### config.mk
export PLATFORM = sky130hd
export DESIGN_NAME = reg_exec_unit
export DESIGN_NICKNAME = d
export VERILOG_FILES = /design/src/rtl/reg_exec_unit.sv
export SDC_FILE = /design/constraint.sdc
export NUM_CORES = 1
export LEC_CHECK = 0
export CAP_MARGIN = 20
export CORE_MARGIN = 8
export CORE_UTILIZATION = 36
export DETAILED_ROUTE_END_ITERATION = 16
export PLACE_DENSITY = 0.8
export SLEW_MARGIN = 20
export SYNTH_ARGS = -nofsm -noshare
export SYNTH_HDL_FRONTEND = slang
export SYNTH_SLANG_ARGS = --single-unit
### constraint.sdc
create_clock -name Clk -period 1.55 [get_ports Clk]
set_clock_uncertainty 0.1 [all_clocks]
set_input_delay 0.155 -clock Clk [delete_from_list [all_inputs] [get_ports Clk]]
set_output_delay 0.155 -clock Clk [all_outputs]
set_load 0.05 [all_outputs]
### src/rtl/reg_exec_unit.sv
// reg_exec_unit: two 8-bit registers (A, B) loaded from switches or, once per
// Execute assertion, from an external router driven by A/B/R_Lat.
// IDLE -> EXEC (latch R) -> HOLD (wait for Execute low) -> IDLE.
// Optional macro EXEC_COUNT_EN adds a wrapping pass counter on ExecCount.
module reg_exec_unit (
  input  logic       Clk,
  input  logic       Reset,
  input  logic       LoadA,
  input  logic       LoadB,
  input  logic       Execute,
  input  logic [7:0] Din,
  input  logic [1:0] R,
  input  logic [7:0] A_Route,
  input  logic [7:0] B_Route,
  output logic [7:0] A,
  output logic [7:0] B,
  output logic [1:0] R_Lat,
  output logic       Busy,
  output logic       Done,
  output logic [7:0] ExecCount
);

  typedef enum logic [1:0] {IDLE = 2'd0, EXEC = 2'd1, HOLD = 2'd2} state_t;

  state_t st, st_nxt;
  logic   ld_a, ld_b, cap, lat_r, clr_r;

  // state register
  always_ff @(posedge Clk) begin
    if (Reset) st <= IDLE;
    else       st <= st_nxt;
  end

  // next state and per-edge register controls; Execute beats switch loads in IDLE
  always_comb begin
    st_nxt = st;
    ld_a   = 1'b0;
    ld_b   = 1'b0;
    cap    = 1'b0;
    lat_r  = 1'b0;
    clr_r  = 1'b0;
    case (st)
      IDLE: begin
        if (Execute) begin
          st_nxt = EXEC;
          lat_r  = 1'b1;
        end else begin
          ld_a  = LoadA;
          ld_b  = LoadB;
          clr_r = 1'b1;
        end
      end
      EXEC: begin
        cap    = 1'b1;
        st_nxt = HOLD;
      end
      HOLD: begin
        if (!Execute) begin
          st_nxt = IDLE;
          clr_r  = 1'b1;
        end
      end
      default: begin
        st_nxt = IDLE;
        clr_r  = 1'b1;
      end
    endcase
  end

  // A/B: switch loads in IDLE, single router capture on leaving EXEC
  always_ff @(posedge Clk) begin
    if (Reset) begin
      A <= 8'h00;
      B <= 8'h00;
    end else if (cap) begin
      A <= A_Route;
      B <= B_Route;
    end else begin
      if (ld_a) A <= Din;
      if (ld_b) B <= Din;
    end
  end

  // routing select: captured on IDLE->EXEC, frozen through the pass, 00 in IDLE
  always_ff @(posedge Clk) begin
    if (Reset)      R_Lat <= 2'b00;
    else if (lat_r) R_Lat <= R;
    else if (clr_r) R_Lat <= 2'b00;
  end

  assign Busy = (st == EXEC) || (st == HOLD);
  assign Done = (st == HOLD);

`ifdef EXEC_COUNT_EN
  logic [7:0] cnt;

  // completed-pass counter, wraps naturally at 8 bits
  always_ff @(posedge Clk) begin
    if (Reset)    cnt <= 8'h00;
    else if (cap) cnt <= cnt + 8'd1;
  end

  assign ExecCount = cnt;
`else
  assign ExecCount = 8'h00;
`endif

endmodule

## Word level (Yosys, flattened, before mapping)

Index checks and enable logic that the tools add are counted.

- Flip-flop bits (word level): 20
- Input bits: 31
- Output and inout port bits: 28
- Logic and storage cells: 33

- Eq/ne operators: 4
- Multiplexer cells: 18
- Reduce and logical (&&, ||, !) cells: 7

Operators with widths:

| kind | number |
|---|---|
| $mux 8 | 4 |
| $mux 1 | 8 |
| $mux 2 | 4 |
| $pmux 2 s3 | 1 |
| $reduce_bool 2->1 | 3 |
| $ne 2x2->1 const B | 2 |
| $eq 2x1->1 const B | 1 |
| $eq 2x2->1 const B | 1 |
| $logic_not 2->1 | 1 |
| $pmux 1 s2 | 1 |
| $reduce_and 2->1 | 1 |
| $reduce_or 2->1 | 1 |
| $logic_or 1x1->1 | 1 |

## Longest topological paths before layout

- Word-level depth: 5
- Mapped depth: 6
- Gate-level depth less buffers: 5

## Least setup slack after synthesis

No wires, ideal clock.

- Path type: flip-flop to flip-flop
- Start point: register st[0]
- End point: register A[3]
- Setup time: 0.147 ns
- Data arrival time: 1.296 ns
- Required time: 1.303 ns
- Path slack: 0.007 ns
- Stages on the path, launching flop included: 7
- Path buffers: 1
- Clock period less this slack: 1.543 ns
- Path through: dfxtp_1 inv_1 ha_1 and3b_1 buf_6 a21oi_2 a221oi_2

- Word-level cells in the longest chain between the ends: 3
- Elaborated cells on any way between the ends: 6
- Classes of those cells: 1 x eq/ne; 3 x mux; 2 x reduce/logical

RTL lines:

| item | line | text |
|---|---|---|
| start, declared | 25 | `state_t st, st_nxt;` |
| start signal, assigned | 31 | `else st <= st_nxt;` |
| $eq 2x1->1 or $logic_not 2->1 (tied branches) | 42 | `case (st)` |
| $mux 1 | 42 |  |
| $mux 8 or $reduce_bool 2->1 (tied branches) | - |  |
| end signal, assigned | 76 | `A <= A_Route;` |
| end signal, assigned | 79 | `if (ld_a) A <= Din;` |
| end, declared | 15 | `output logic [7:0] A,` |

Parallel ways exist; a longest one is shown, timed or not.
A chain may end at the register's enable or synchronous reset.

## Final worst setup path

- Start point: register st[0]
- End point: output port Busy

- Word-level cells in the longest chain between the ends: 2
- Elaborated cells on any way between the ends: 3
- Classes of those cells: 2 x eq/ne; 1 x reduce/logical

RTL lines:

| item | line | text |
|---|---|---|
| $eq 2x1->1 or $eq 2x2->1 (tied branches) | 91 | `assign Busy = (st == EXEC) \|\| (st == HOLD);` |
| $logic_or 1x1->1 * | 91 |  |
| end, declared | 18 | `output logic Busy,` |

Mark *: on every way between the ends. The rest lies on a longest branch, timed or not.

==> results.md <==
* Minimum clock period at roughly 1.5 ns
* Reg2reg end: B[1]$_SDFFE_PP0P_
* Total global-route track usage at about an eighth
* Post-synth top flop: dfxtp_1
* Worst EP required at roughly 1.3 ns
* Reg power frac at approximately a quarter
* Reg clk slew, reported paths at roughly 0.12 ns
* Drt pass-1 iters at 4
* Worst setup margin at approximately 0.036 ns
* Pre-CTS WS at -0.0263 ns
* Seq/Total Area, Yosys at 32.9%
* Total power at between 2 and 3 mW
* Worst Reg-to-Reg Cells at 5
* Layout Nets at around 220
* Post-CTS Setup Inserts at 0
* Top cells by area, synth: dfxtp_1, a221oi_2, ha_1, buf_4, a21oi_2
* RSZ-0062 raised after global routing: false
* IO Port Bufs at 50
* DIE WIDTH at roughly 74 µm
* CTS tree: done
* Num rows at 21
* Routed Wire Length at 3390 µm
* Largest area contributor in the netlist: dfxtp_1
* Final Hold Fails at 0
* Async set-reset flop share out of synthesis at 0%
* CTS Buf Count at 3
* Reg2Reg Setup Slack at ~0.06 ns
* Fill count at between 300 and 400
* Fin Setup TNS at 0 ns
* # setup viols final at 0
* Combinational share of power at roughly two thirds
* I/O pin count at slightly below 60
* Lkg Pwr at between 0.7 and 0.8 nW
* Most frequent cells after synthesis: dfxtp_1, a221oi_2, nor2_1
* Antenna Cells at 0
* Hold Path Class: in2reg
* Post-DRT Antenna Nets at 0
* Hold endpoint: A[3]$_SDFFE_PP0P_
* Max Clock Freq at ~660 MHz
* Post-layout util at 56.3%
* CP endpoint kind: output pin
* Max H-tree Level at 1
* Routability Congestion at ~0.79
* Root buf cell: clkbuf_4
* CTS Hold Bufs at 0
* Core area at approximately 3300 µm²
* Pwr/cell area at 1620 nW/µm²
* Synth top area share at 32.9%
* Arr. time, crit path at around 1.3 ns
* Post-synth EDFFs at 0
* Maximum Capacitance Violations at 0
* P&R area growth vs syn at 52.1%
* DRC viols at 0
* Synth Warn # at 0
* GRT overflow at 0
* DIE HEIGHT at about 74 µm
* Via Count at ~1100
* Count leader, synth: dfxtp_1
* Vias per cell at 4.91
* Worst-path maximum fanout at 4
* Reg2reg start: st[0]$_SDFFE_PP0P_
* Avg Synthesized Cell Area at 9.65 µm²
* Hold Startpoint: A_Route[3]
* Initial antenna violation count at 0
* Clk pwr share at 10.1%
* NetSw at 1.43 mW
* Post-synthesis cell area at approximately 1200 µm²
* Layout cells sized above 1 at 35.4%
* Die ar. at about 5500 µm²
* Non-filler instance count after layout at between 200 and 250
* Final Max Tran Viols at 0
* Starting density of the core at 37.0%
* Clock latency on the worst-skew pair at roughly 0.30 ns
* Status: complete, no violations
* Register bit total from synthesis at 20
* DR iter-0 viols at 73
* CTS max path bufs at 2
* Synth Instances at 126
* DP HPWL at between 2000 and 3000 µm
* Pin count of the biggest net entering global routing at 23
* Inst Count DP at ~220
* Sw frac at 47.8%
* Netlist cell types at 26
* First-pass GRT wire length at approximately 5400 µm
* Vias in the first global route at about 1100
* Hold Path Cell Cnt at 3
* Internal Power at about 1.6 mW
* Wirelength per Cell at about 15 µm
* Final critical-path share of the clock period at a little over nine tenths
* Clk sinks at 20
* Startpoint types: flop
* Max rail drop VDD at around 0.8 mV
* Crit Path Category: reg2out
==> flip-flops by register name, summed over array words and instances (netlist names) <==
name	cells
st	2
A	8
B	8
R_Lat	2
==> metrics by stage <==
| step | area, µm² | hold slack, ns |
|---|---|---|
| after global placement | 1780 | 0.361 |
| after detailed placement | 1780 | 0.365 |
| after floorplan | 1240 | 0.210 |
| final | 1850 | 0.303 |
| after CTS | 1820 | 0.303 |
| after global routing | 1850 | 0.306 |
==> worst max path at each step <==
stage                             startpoint                 to  slack [ns]
after global routing      st[0]$_SDFFE_PP0P_               Busy       0.005
final                     st[0]$_SDFFE_PP0P_               Busy        0.04
after floorplan           st[0]$_SDFFE_PP0P_  A[3]$_SDFFE_PP0P_       0.007
after global placement               Execute  A[4]$_SDFFE_PP0P_        0.02
after detailed placement             Execute  B[2]$_SDFFE_PP0P_       -0.03
after CTS                 st[1]$_SDFFE_PP0P_  A[4]$_SDFFE_PP0P_       0.001
==> cells by family after synthesis <==
group	synth area share (%)
mux	3.29
fa+ha+maj	6.17
flops	32.9
other cells	0.308
simple gates	14.6
compound gates	29.4
buf+inv	13.3
==> layer usage <==
metal / global-route usage (%) / wire [µm]
met3: 4.18 / 320
met4: 3.33 / 36
met5: 0 / 0
met2: 21.7 / 1640
met1: 13.8 / 1390
==> placed cells by master, fill, tap and decap left out, types with 6 or more instances in the layout <==
cell type and n:
nor2_1 10, nand2_1 9, buf_4 25, conb_1 8, dfxtp_1 20, clkdlybuf4s50_1 30, a21oi_2 7, buf_12 6
a221oi_2 11, nor2b_1 7, inv_1 7
==> final cells by class <==
type,instances,area (µm²),share of cell area [%]
clock buffers,4,36.3,1.96
inverters,10,37.5,2.03
multi-input cells,86,709,38.4
flip-flops and latches,20,400,21.7
well taps,46,57.6,3.11
repair buffers,61,608,32.9
==> worst max-delay path: stages (launching register included) <==
cell	delay, ns
dfxtp_1	0.37
inv_2	0.08
ha_1	0.34
buf_12	0.16
==> timing repair <==
item / in CTS / in global routing
gates resized for setup: 1 / 7
setup endpoints to repair: 8 / 13
pin swaps: 0 / 1
endpoints found under the hold margin: 0 / 0
==> power groups by stage <==
stage | Combinational, mW | Sequential, mW | Clock, mW
after floorplan | 0.833 | 1.21 | 0
after global placement | 1.87 | 0.748 | 0
after detailed placement | 1.91 | 0.756 | 0
after CTS | 1.92 | 0.744 | 0.317
after global routing | 2.06 | 0.761 | 0.336
final | 1.94 | 0.745 | 0.303
Power figures use the tool's default switching activity.
